[config.mk]
export PLATFORM = sky130hd
export DESIGN_NAME = serial_alu_seq_flat
export DESIGN_NICKNAME = d
export VERILOG_FILES = /design/src/rtl/serial_alu_seq_if.sv /design/src/rtl/serial_alu_seq.sv /design/src/flat_wrapper.sv
export SDC_FILE = /design/constraint.sdc
export NUM_CORES = 1
export LEC_CHECK = 0
export ABC_AREA = 1
export CAP_MARGIN = 20
export CORE_MARGIN = 10
export CORE_UTILIZATION = 45
export CTS_CLUSTER_SIZE = 8
export DETAILED_ROUTE_END_ITERATION = 10
export GPL_ROUTABILITY_DRIVEN = 0
export HOLD_SLACK_MARGIN = 0.06
export PLACE_DENSITY_LB_ADDON = 0.15
export REMOVE_ABC_BUFFERS = 1
export SLEW_MARGIN = 30
export SYNTH_ARGS = -nofsm -noshare
export SYNTH_HDL_FRONTEND = slang
export SYNTH_SLANG_ARGS = --single-unit
[constraint.sdc]
create_clock -name clk -period 1.5 [get_ports clk]
set_input_delay 0.3 -clock clk [delete_from_list [all_inputs] [get_ports clk]]
set_output_delay 0.3 -clock clk [all_outputs]
set_load 0.01 [all_outputs]
[src/rtl/serial_alu_seq_if.sv]
// Word-level request/result bundle for serial_alu_seq.
// The ovf signal exists only when SERIAL_ALU_OVF_EN is defined.
interface serial_alu_seq_if #(
  parameter int WIDTH = 8
);
  // Handshake: a request is taken on a rising edge where ready=1 and start=1;
  // a/b/op are sampled on that edge only. done pulses for one cycle when y,
  // cout, zero (and ovf) have been refreshed; they then hold until the next done.
  logic             start;
  logic [WIDTH-1:0] a;
  logic [WIDTH-1:0] b;
  logic [1:0]       op;
  logic             ready;
  logic             busy;
  logic             done;
  logic [WIDTH-1:0] y;
  logic             cout;
  logic             zero;
`ifdef SERIAL_ALU_OVF_EN
  logic             ovf;
`endif
  logic [1:0]       fsm_state;

`ifdef SERIAL_ALU_OVF_EN
  modport master (
    output start, a, b, op,
    input  ready, busy, done, y, cout, zero, ovf, fsm_state
  );
  modport slave (
    input  start, a, b, op,
    output ready, busy, done, y, cout, zero, ovf, fsm_state
  );
`else
  modport master (
    output start, a, b, op,
    input  ready, busy, done, y, cout, zero, fsm_state
  );
  modport slave (
    input  start, a, b, op,
    output ready, busy, done, y, cout, zero, fsm_state
  );
`endif
endinterface

[src/rtl/serial_alu_seq.sv]
// Bit-serial WIDTH-bit ALU (AND/OR/XOR/ADD), LSB first, one bit per clock.
// Optional signed-overflow flag is compiled in with SERIAL_ALU_OVF_EN.
module serial_alu_seq #(
  parameter int WIDTH = 8
) (
  input logic              clk,
  input logic              rst,
  serial_alu_seq_if.slave  bus
);

  localparam int CW = $clog2(WIDTH);

  localparam logic [1:0] OP_AND = 2'b00;
  localparam logic [1:0] OP_OR  = 2'b01;
  localparam logic [1:0] OP_XOR = 2'b10;
  localparam logic [1:0] OP_ADD = 2'b11;

  typedef enum logic [1:0] {
    IDLE = 2'd0,
    RUN  = 2'd1,
    DONE = 2'd2
  } state_t;

  state_t           state;
  state_t           state_nxt;

  logic [WIDTH-1:0] a_sh;
  logic [WIDTH-1:0] b_sh;
  logic [WIDTH-2:0] y_sh;
  logic [1:0]       op_r;
  logic             carry;
  logic [CW-1:0]    cnt;

  logic             ready_w;
  logic             accept;
  logic             last_bit;
  logic             bit_r;
  logic             carry_nxt;
  logic [WIDTH-1:0] word;

  logic [WIDTH-1:0] y_r;
  logic             cout_r;
  logic             zero_r;

  // ---------------- FSM: state register ----------------
  always_ff @(posedge clk or posedge rst) begin
    if (rst) begin
      state <= IDLE;
    end else begin
      state <= state_nxt;
    end
  end

  // ---------------- FSM: next state ----------------
  always_comb begin
    state_nxt = state;
    unique case (state)
      IDLE:    state_nxt = bus.start ? RUN : IDLE;
      RUN:     state_nxt = last_bit ? DONE : RUN;
      DONE:    state_nxt = bus.start ? RUN : IDLE;
      default: state_nxt = IDLE;
    endcase
  end

  // ---------------- FSM: outputs ----------------
  always_comb begin
    ready_w  = 1'b0;
    bus.busy = 1'b0;
    bus.done = 1'b0;
    unique case (state)
      IDLE:    ready_w  = 1'b1;
      RUN:     bus.busy = 1'b1;
      DONE: begin
        ready_w  = 1'b1;
        bus.done = 1'b1;
      end
      default: ready_w  = 1'b0;
    endcase
  end

  assign bus.ready     = ready_w;
  assign bus.fsm_state = state;
  assign accept        = ready_w & bus.start;
  assign last_bit      = (cnt == CW'(WIDTH - 1));

  // ---------------- single-bit ALU ----------------
  always_comb begin
    bit_r     = 1'b0;
    carry_nxt = carry;
    unique case (op_r)
      OP_AND: bit_r = a_sh[0] & b_sh[0];
      OP_OR:  bit_r = a_sh[0] | b_sh[0];
      OP_XOR: bit_r = a_sh[0] ^ b_sh[0];
      OP_ADD: begin
        bit_r     = a_sh[0] ^ b_sh[0] ^ carry;
        carry_nxt = (a_sh[0] & b_sh[0]) | (a_sh[0] & carry) | (b_sh[0] & carry);
      end
      default: bit_r = 1'b0;
    endcase
  end

  // Result bits enter at the MSB, so after WIDTH shifts bit 0 sits at the LSB.
  assign word = {bit_r, y_sh};

  // ---------------- operand / accumulator shifters ----------------
  always_ff @(posedge clk or posedge rst) begin
    if (rst) begin
      a_sh  <= '0;
      b_sh  <= '0;
      y_sh  <= '0;
      op_r  <= OP_AND;
      carry <= 1'b0;
      cnt   <= '0;
    end else if (accept) begin
      a_sh  <= bus.a;
      b_sh  <= bus.b;
      y_sh  <= '0;
      op_r  <= bus.op;
      carry <= 1'b0;
      cnt   <= '0;
    end else if (state == RUN) begin
      a_sh  <= a_sh >> 1;
      b_sh  <= b_sh >> 1;
      y_sh  <= word[WIDTH-1:1];
      carry <= carry_nxt;
      cnt   <= cnt + CW'(1);
    end
  end

  // ---------------- registered results ----------------
  always_ff @(posedge clk or posedge rst) begin
    if (rst) begin
      y_r    <= '0;
      cout_r <= 1'b0;
      zero_r <= 1'b0;
    end else if (state == RUN && last_bit) begin
      y_r    <= word;
      cout_r <= (op_r == OP_ADD) ? carry_nxt : 1'b0;
      zero_r <= (word == '0);
    end
  end

  assign bus.y    = y_r;
  assign bus.cout = cout_r;
  assign bus.zero = zero_r;

`ifdef SERIAL_ALU_OVF_EN
  logic ovf_r;

  // On the last bit, carry holds the carry into the MSB and carry_nxt the carry out.
  always_ff @(posedge clk or posedge rst) begin
    if (rst) begin
      ovf_r <= 1'b0;
    end else if (state == RUN && last_bit) begin
      ovf_r <= (op_r == OP_ADD) ? (carry ^ carry_nxt) : 1'b0;
    end
  end

  assign bus.ovf = ovf_r;
`endif

endmodule

[src/flat_wrapper.sv]
// flat-port wrapper written by rule: the top's interface ports become plain ports
module serial_alu_seq_flat 
#(
  parameter int WIDTH = 8
)
  (clk, rst, bus_start, bus_a, bus_b, bus_op, bus_ready, bus_busy, bus_done, bus_y, bus_cout, bus_zero, bus_fsm_state);
  serial_alu_seq_if #(.WIDTH(WIDTH)) bus_i ();
  input logic clk;
  input logic rst;
  input wire logic [$bits(bus_i.start)-1:0] bus_start;
  input wire logic [$bits(bus_i.a)-1:0] bus_a;
  input wire logic [$bits(bus_i.b)-1:0] bus_b;
  input wire logic [$bits(bus_i.op)-1:0] bus_op;
  output wire logic [$bits(bus_i.ready)-1:0] bus_ready;
  output wire logic [$bits(bus_i.busy)-1:0] bus_busy;
  output wire logic [$bits(bus_i.done)-1:0] bus_done;
  output wire logic [$bits(bus_i.y)-1:0] bus_y;
  output wire logic [$bits(bus_i.cout)-1:0] bus_cout;
  output wire logic [$bits(bus_i.zero)-1:0] bus_zero;
  output wire logic [$bits(bus_i.fsm_state)-1:0] bus_fsm_state;
  assign bus_i.start = bus_start;
  assign bus_i.a = bus_a;
  assign bus_i.b = bus_b;
  assign bus_i.op = bus_op;
  assign bus_ready = bus_i.ready;
  assign bus_busy = bus_i.busy;
  assign bus_done = bus_i.done;
  assign bus_y = bus_i.y;
  assign bus_cout = bus_i.cout;
  assign bus_zero = bus_i.zero;
  assign bus_fsm_state = bus_i.fsm_state;
  serial_alu_seq #(.WIDTH(WIDTH)) u_core (.clk(clk), .rst(rst), .bus(bus_i));
endmodule
After elaboration in Yosys (flattened, before gate mapping) --
Cells that the tools add are included.
Storage, ports and cells: register bits 41, input port bits 21, output and inout bits 15, logic and storage cells 51
Cells by class: add/subtract/negate cells 1, eq/ne operators 6, mux-type cells 19, bitwise logic cells 9, reduce and logical (&&, ||, !) cells 6
Operators by type and width (number):
- $mux W8 | 4
- $mux W7 | 2
- $logic_not A8 Y1 | 1
- $mux W1 | 8
- $eq A2 B2 Y1 const B | 3
- $mux W3 | 2
- $and A1 B1 Y1 | 4
- $eq A2 B1 Y1 const B | 2
- $logic_not A2 Y1 | 2
- $pmux W1 S4 | 1
- $pmux W2 S2 | 1
- $add A3 B1 Y3 const B | 1
- $eq A3 B3 Y1 const B | 1
- $or A1 B1 Y1 | 3
- $mux W2 | 1
- $reduce_bool A2 Y1 | 1
- $reduce_or A2 Y1 | 1
- $xor A1 B1 Y1 | 2
- $logic_and A1 B1 Y1 | 1

Longest topological paths before layout --
Gate-level depths: netlist of the first run.
word-level depth 6, mapped depth 9, gate-level depth less buffers 9

Least setup slack after synthesis of the first run --
OpenSTA, ideal clock, no wires.
path type reg2reg, from register u_core.carry, to register u_core.zero_r (netlist: u_core.bus.zero), library setup time 116 ps, arrival 1221 ps, required time 1384 ps, setup slack 163 ps, cell stages (with the launch flop) 7, path buffers 0, cells stage by stage dfrtp_1 fa_1 nand3_1 nand3_1 nand2_1 nand2_1 nand2_1
On the way: word-level cells in the longest chain between the ends 3
RTL lines:
- from (decl) | RTL line serial_alu_seq.sv:31 | logic carry;
- from (signal assigned) | RTL line serial_alu_seq.sv:125 | carry <= carry_nxt;
- $xor A1 B1 Y1 | RTL line serial_alu_seq.sv:95 | bit_r = a_sh[0] ^ b_sh[0] ^ carry;
- $pmux W1 S4 | RTL line serial_alu_seq.sv:90 | unique case (op_r)
- $logic_not A8 Y1 | RTL line serial_alu_seq.sv:139 | zero_r <= (word == '0);
- to (signal assigned) | RTL line serial_alu_seq.sv:139
- to (decl) | RTL line serial_alu_seq.sv:43 | logic zero_r;
No other way between the ends. A chain may end at the register's enable or synchronous reset.

Worst setup path after layout of the first run --
from register u_core.state[0] (netlist: u_core.bus.fsm_state[0]), to output port bus_ready
On the way: word-level cells in the longest chain between the ends 3, elaborated cells on any way between the ends 4, classes of those cells 1 x eq/ne; 1 x mux; 2 x reduce/logical
RTL lines:
- from (decl) | RTL line serial_alu_seq.sv:24 | state_t state;
- from (signal assigned) | RTL line serial_alu_seq.sv:50 | state <= state_nxt;
- $eq A2 B2 Y1 or $logic_not A2 Y1 (tied branches) | RTL line serial_alu_seq.sv:70 | unique case (state)
- $reduce_or A2 Y1 (no source line) (*)
- $mux W1 (*) | RTL line serial_alu_seq.sv:70
- to (decl) | RTL line flat_wrapper.sv:14 | output wire logic [$bits(bus_i.ready)-1:0] bus_ready;
Every way passes the cells marked *; elsewhere a longest branch is shown, timed or not.

==> flow_summary.toml, run 1 <==
[cells_and_area]
nets = 269
fin_cells = 294
drive_above_1_share = 0.1352
fillers = 362
seqCellArea_sq_um = 1027
diodes = 0
synthToLayoutAreaGrowth_pct = 31.04
final_core_util = 0.6074
multiInputGateArea_sq_um = 685.7

[global_routing]
grt_pass1_wl_um = 6651
grtUsageTotal = 0.1129
grt_pass1_vias = 1363
antenna_found_initial = 0
overflow = 0
grt_max_degree = 21

[clock_network]
clkSinkCount = 41
path_clk_slew_ps = 70
clk_path_buf_depth = 2
clk_latency_ps = 290
cts_htree_levels = 2
numCtsBuffers = 5
cts_root_buf = "clkbuf_8"
cts_tree = "yes"
ctsHoldBuffers = 0

[detailed_routing]
post_drt_wl_per_cell_um = 13.09
drc = 0
drtIter0Drc = 58
routed_wl_um = 3849
via_per_inst = 4.810
via_count = 1414
antenna_left = 0
dr.pass1.iters = 4

[yosys]
syn_area_sq_um = 1854
synthCells = 199
yosysTopAreaCellShare = 0.5533
synth_top_area_cell = "dfrtp_1"
avgSynthCellArea_sq_um = 9.318
ys_ff_latch = 41
yosysUniqueCellTypes = 24
synth.area.top_cells = "dfrtp_1, nand2_1, nand3_1, inv_1, o21ai_2"
synth-warning-count = 0
ys_seq_area_frac = 0.5533

[floorplan]
die_w_um = 84.19
ioPinCount = 36
start_util = 0.4636
rows = 23
core_sq_um = 4000
die-area_sq_um = 7088
fp.dieH_um = 84.19

[sta]
skew_ps = 5.867
drv_slew = 0
period_share = 0.9538
final_hold_viol_count = 0
setup_viol = 0
finalCriticalPeriod_ps = 1431
timing.fmax_ghz = 0.6990
rsz0062_at_grt = "false"
setup_tns_ps = 0
slew-limit-headroom = 0.7192
worstMarginPinSlew_ps = 420.7

[place]
hpwlAfterDp_um = 2787
placed_cells = 284
port_buffers = 35

[worst_setup_path]
r2r-end = "u_core.bus.zero"
cpPeakStageDelay_ps = 410
required_ps = 1200
arrival_ps = 1130
start_kind = "flop"
crit_slowest_cell = "dfrtp_1"
cp-startpoint = "u_core.bus.fsm_state[0]"
reg2reg_depth = 6
timing.rr.start = "u_core.carry"
critPathCaptureType = "primary output"
crit_type = "reg -> out"
crit_chain = "inv_2 > dlygate4sd2_1"
cp_max_fo = 3
regToRegSetupSlack_ps = 100
path_delay_family = "buffers and inverters"
crit_buf_inv = 2

[pwr]
power.total_mw = 4.744
p_per_area_nw_per_um2 = 1952
ir_drop_mv = 1.035
leakagePower_nw = 1.294

[worst_hold_path]
hold_class = "in -> async"

[run]
cap_violations = 0

[run_status]
run_status = "completed"
==> worst reg2reg max path, stage by stage (launching register included) <==
cell     delay [ps]
dfrtp_1         400
fa_1            530
nand3_1          70
nand3_1         130
nand2_1          70
nand2_1          60
nand2_1          40
==> cells in the mapped netlist, drive strengths merged <==
library cell  count
nand3            17
dfrtp            41
inv              21
nor3              1
o21a              1
nand2            72
buf               7
o211ai            4
o21ai            12
nor2             10
ha                4
a21oi             2
o22ai             6
fa                1
==> cell families (layout without fill, tap and decap cells) <==
kind of cell | count (synthesis) | after routing | share of synthesized area
AND/OR/NAND/NOR | 100 | 100 | 0.2341
flip-flops | 41 | 41 | 0.5533
buffers and inverters | 28 | 73 | 0.07692
AO/OA/AOI/OAI | 25 | 25 | 0.09784
adder cells (fa/ha/maj) | 5 | 5 | 0.03779
==> through the flow <==
stage,setup WS [ps],hold slack (ps),cell area [sq um]
after global placement,38.12,463.0,2321
after detailed placement,23.98,465.0,2321
after global routing,6.193,325.8,2430
final,69.29,300.6,2430
after CTS,7.176,301.5,2412
after floorplan,163.0,421.0,1793
==> placed cells by master, fill, tap and decap left out <==
master,n
o21a_1,1
nor3_1,1
inv_4,1
buf_4,4
nand2_2,2
nand2_1,68
inv_1,18
dlymetal6s2s_1,9
o21ai_0,4
buf_2,1
dfrtp_2,1
inv_2,2
o211ai_2,2
dfrtp_1,40
nand2_4,2
o21ai_1,1
fa_1,1
nor2_8,1
o211ai_1,2
clkdlybuf4s15_1,1
dlygate4sd2_1,4
o22ai_1,6
ha_1,4
o21ai_2,7
clkdlybuf4s50_1,20
buf_12,5
nor2_1,9
a21oi_1,2
clkbuf_1,3
clkbuf_8,5
nand3_1,17
==> worst max path at each step <==
stage                            to  cells past startpoint
floorplan           u_core.bus.zero                      6
global placement           bus_done                      3
detailed placement         bus_done                      3
CTS                        bus_done                      3
global route        u_core.bus.zero                      6
finish                    bus_ready                      2
==> what timing repair did <==
action                     CTS  global route
setup endpoints to repair    6            11
buffers inserted             2             0
resized for setup            9            11
gates cloned                 0             0
==> area by class of cell <==
class,count,area share
flip-flops and latches,41,0.4228
multi-input cells,130,0.2822
repair buffers,44,0.2029
inverters,21,0.03347
clock buffers,8,0.03296
well taps,50,0.02575
==> routing by layer <==
| metal | up-vias | GRT usage | wire [um] |
|---|---|---|---|
| met1 | 667 | 0.1484 | 1808 |
| met5 | - | 0 | 0 |
| met4 | 0 | 0.03196 | 22 |
| li1 | 721 | - | - |
| met2 | 24 | 0.1715 | 1825 |
| met3 | 2 | 0.03865 | 192 |
==> state kept, by name (all words and copies together), names as in the netlist <==
| signal | flops |
|---|---|
| u_core.cnt | 3 |
| u_core.carry | 1 |
| u_core.y_sh | 7 |
| u_core.bus.y | 8 |
| u_core.bus.zero | 1 |
| u_core.bus.cout | 1 |
| u_core.bus.fsm_state | 2 |
| u_core.op_r | 2 |
| u_core.b_sh | 8 |
| u_core.a_sh | 8 |
==> power breakdown <==
part / total [mW] / leakage [nW] / switching [mW] / internal (mW)
Sequential: 1.88 / 0.517 / 0.281 / 1.60
Clock: 0.683 / 0.0395 / 0.352 / 0.331
Combinational: 2.18 / 0.738 / 1.20 / 0.978
(Power assumes the default switching activity.)
==> inputs of run 2 (changes only) <==
RECOVER_POWER = 100   (was not set)
==> flow_summary.toml, run 2 (synthesis results as in run 1) <==
[global_routing]
grt_pass1_vias = 1363
overflow = 0
grtUsageTotal = 0.1129
grt_max_degree = 21
grt_pass1_wl_um = 6651
grt_util_met3 = 0.03865
grt_util_met2 = 0.1715
grt_use_met1 = 0.1484
antenna_found_initial = 0
top_usage_layer = "met2"

[place]
dp_slack_ps = 23.98
port_buffers = 35
hpwlAfterDp_um = 2787

[sta]
setup_slack_ps = 72.90
final_hold_viol_count = 0
setup_viol = 0
rsz0062_at_grt = "false"
finalCriticalPeriod_ps = 1427
worstMarginPinSlew_ps = 514.5
timing.fmax_ghz = 0.7007
period_share = 0.9514
slew-limit-headroom = 0.6570
skew_ps = 5.515
drv_slew = 0
setup_tns_ps = 0

[clock_network]
clk_path_buf_depth = 2
clkSinkCount = 41
cts_htree_levels = 2
clk_latency_ps = 280
ctsHoldBuffers = 0
path_clk_slew_ps = 70
cts_tree = "yes"
numCtsBuffers = 5
cts_root_buf = "clkbuf_8"

[detailed_routing]
dr.pass1.iters = 5
via_per_inst = 4.755
post_drt_wl_per_cell_um = 13.07
drc = 0
via_count = 1398
routed_wl_um = 3842
drtIter0Drc = 67
antenna_left = 0

[worst_setup_path]
cp_max_fo = 3
arrival_ps = 1130
required_ps = 1200
crit_type = "reg -> out"
critPathCaptureType = "primary output"
start_kind = "flop"

[pwr]
p_per_area_nw_per_um2 = 1976
ir_drop_mv = 1.019
leakagePower_nw = 1.128
power.total_mw = 4.590

[run]
cap_violations = 0

[floorplan]
core_sq_um = 4000
start_util = 0.4636
fp.dieH_um = 84.19
die-area_sq_um = 7088
die_w_um = 84.19
ioPinCount = 36
rows = 23

[run_status]
run_status = "completed"

[cells_and_area]
synthToLayoutAreaGrowth_pct = 25.24
seqCellArea_sq_um = 1026
fillers = 380
drive_above_1_share = 0.09836
diodes = 0
final_common_cell = "nand2_1"
final_cell_mix = "nand2_1, dfrtp_1, clkdlybuf4s50_1, inv_1, nand3_1"
multiInputGateArea_sq_um = 660.6
nets = 269

[worst_hold_path]
hold_class = "in -> async"
==> run 2: changes by cell type in the layout (fill, tap and decap cells not counted), sizes merged <==
cell / change
clkdlybuf4s25: +9
dlymetal6s2s: -9
buf: -6
clkbuf: +6
clkdlybuf4s50: -1
dlygate4sd3: +1
==> run 2: area by class of cell <==
cell class                      count  share of cell area
Tap cell                           50             0.02694
Sequential cell                    41              0.4418
Clock buffer                        8             0.03448
Timing Repair Buffer               44              0.1773
Multi-Input combinational cell    130              0.2845
Inverter                           21             0.03502
==> run 2: final timing paths <==
kind | from | to | slack (ps) | depth (start not counted)
max | u_core.bus.fsm_state[1] | bus_busy | 70 | 2
min reg2reg | u_core.cnt[0] | u_core.cnt[0] | 480 | 1
min in group clk | u_core.cnt[0] | u_core.cnt[0] | 480 | 1
max reg2reg | u_core.carry | u_core.bus.zero | 100 | 6
min | rst | u_core.bus.y[4] | 390 | 2
max in group asynchronous | rst | u_core.cnt[2] | 320 | 3
==> run 2: per-layer routing <==
metal | wire, um | share of wire | vias up
met3 | 163 | 0.042 | 2
met1 | 1857 | 0.48 | 657
met5 | 0 | 0 | -
met4 | 22 | 0.0057 | 0
met2 | 1798 | 0.47 | 20
li1 | - | - | 719
==> run 2: stage by stage <==
step	instance area, sq um	hold slack, ps	util	std cells
2_1_floorplan	1793	421.0	-	192
3_3_place_gp	2321	463.0	0.5802	284
3_5_place_dp	2321	465.0	0.5802	284
4_1_cts	2412	301.5	0.6031	294
5_1_grt	2322	410.3	0.5805	294
6_report	2322	389.5	0.5805	294
==> run 2: what timing repair did <==
| item | CTS | global route |
|---|---|---|
| setup buffers | 2 | 0 |
| setup endpoints to repair | 6 | 11 |
| gates resized for setup | 9 | 11 |
==> run 2: worst max-delay path, cell delays in order (launching register included) <==
cell	delay, ps
dfrtp_1	460
nor2_8	140
clkdlybuf4s15_1	240
==> run 2: power breakdown <==
group | switching, mW | total [mW] | internal (mW)
combinational | 1.16 | 2.03 | 0.871
clock | 0.351 | 0.682 | 0.331
sequential | 0.285 | 1.88 | 1.60
total | 1.79 | 4.59 | 2.80
==> inputs of run 3 (changes only) <==
CORE_UTILIZATION = 51   (was 45)
==> flow_summary.toml, run 3 (synthesis results as in run 1) <==
[sta]
setup_tns_ps = 0
final_hold_viol_count = 0
setup_viol = 0
slew-limit-headroom = 0.3372
timing.fmax_ghz = 0.6919
drv_slew = 0
finalCriticalPeriod_ps = 1445
period_share = 0.9636
skew_ps = 7.805
worstMarginPinSlew_ps = 994.2
holdWs_ps = 487.9
rsz0062_at_grt = "true"

[cells_and_area]
final_common_cell = "nand2_1"
synthToLayoutAreaGrowth_pct = 25.84
drive_above_1_share = 0.1605
fin_cells = 289
fillers = 281
seqCellArea_sq_um = 1027
diodes = 0
nets = 268
final_cell_mix = "nand2_1, dfrtp_1, clkdlybuf4s50_1, inv_1, nand3_1"
multiInputGateArea_sq_um = 693.2
finalInstanceArea_sq_um = 2333

[detailed_routing]
antenna_left = 0
via_per_inst = 4.952
dr.pass1.iters = 4
routed_wl_um = 3987
post_drt_wl_per_cell_um = 13.80
drc = 0
via_count = 1431
drtIter0Drc = 95

[worst_setup_path]
cpPeakStageDelay_ps = 400
crit_chain = "buf_4 > inv_4 > nor2_8 > buf_6"
cp_max_fo = 3
crit_type = "reg -> out"
critPathCaptureType = "primary output"
start_kind = "flop"
required_ps = 1200
arrival_ps = 1150
crit_slowest_cell = "dfrtp_1"

[clock_network]
numCtsBuffers = 5
path_clk_slew_ps = 110
clkSinkCount = 41
clk_latency_ps = 350
cts_htree_levels = 2
cts_root_buf = "clkbuf_4"
ctsHoldBuffers = 0
clk_path_buf_depth = 2
cts_tree = "yes"

[floorplan]
fp.dieH_um = 80.30
rows = 21
ioPinCount = 36
core_sq_um = 3416
die-area_sq_um = 6447
die_w_um = 80.30
start_util = 0.5429

[place]
placed_area_sq_um = 2278
placed_cells = 280
port_buffers = 35
hpwlAfterDp_um = 2961

[worst_hold_path]
hold_class = "reg -> reg"

[pwr]
p_per_area_nw_per_um2 = 2005
power.total_mw = 4.680
ir_drop_mv = 1.002
leakagePower_nw = 1.174

[run_status]
run_status = "completed"

[global_routing]
grt_pass1_vias = 1491
grtUsageTotal = 0.1337
antenna_found_initial = 0
overflow = 0
grt_max_degree = 42
grt_pass1_wl_um = 6810

[run]
cap_violations = 0
-- run 3: per-stage QoR --
stage | worst slack (ps) | utilization
2_1_floorplan | 163.0 | -
3_3_place_gp | 41.10 | 0.6670
3_5_place_dp | 32.55 | 0.6670
4_1_cts | 4.359 | 0.6835
5_1_grt | -20.78 | 0.6832
6_report | 54.65 | 0.6832
-- run 3: final timing paths --
kind	from	endpoint	slack (ps)	cells after the start
hold / removal	u_core.bus.y[0]	u_core.bus.y[0]	490	2
min in group asynchronous	rst	u_core.a_sh[2]	560	3
hold reg to reg	u_core.bus.y[0]	u_core.bus.y[0]	490	2
max in group asynchronous	rst	u_core.bus.fsm_state[1]	260	3
setup reg to reg	u_core.carry	u_core.bus.zero	70	6
setup / recovery	u_core.bus.fsm_state[0]	bus_busy	50	4
-- run 3: layout make-up --
class,instances,share of cell area
Clock inverter,1,0.002145
Clock buffer,7,0.02788
Multi-Input combinational cell,130,0.2971
Timing Repair Buffer,43,0.1721
Sequential cell,41,0.4402
Tap cell,46,0.02466
Inverter,21,0.03592
-- run 3: per-layer routing --
layer | up-vias | GRT usage | wire length [um]
li1 | 717 | - | -
met1 | 683 | 0.1564 | 1775
met2 | 27 | 0.2223 | 1954
met3 | 4 | 0.05568 | 212
met4 | 0 | 0.03169 | 44
met5 | - | 0 | 0
-- run 3: repair_timing --
item / CTS / global route
setup buffers: 2 / 0
endpoints found under the setup margin: 15 / 14
pin swaps: 0 / 2
gates resized for setup: 25 / 7
-- run 3: worst max-delay path, delay by kind of cell (launching register included) --
family	cells	cell delay, ps
and+or+nand+nor	1	50
buffers and inverters	3	340
DFF	1	400
-- run 3: report_power, final --
| part | switching (mW) | internal, mW | leakage, nW | total [mW] |
|---|---|---|---|---|
| registers | 0.300 | 1.59 | 0.517 | 1.89 |
| clock network | 0.345 | 0.272 | 0.0413 | 0.617 |
| logic | 1.25 | 0.919 | 0.616 | 2.17 |
| total | 1.90 | 2.78 | 1.17 | 4.68 |
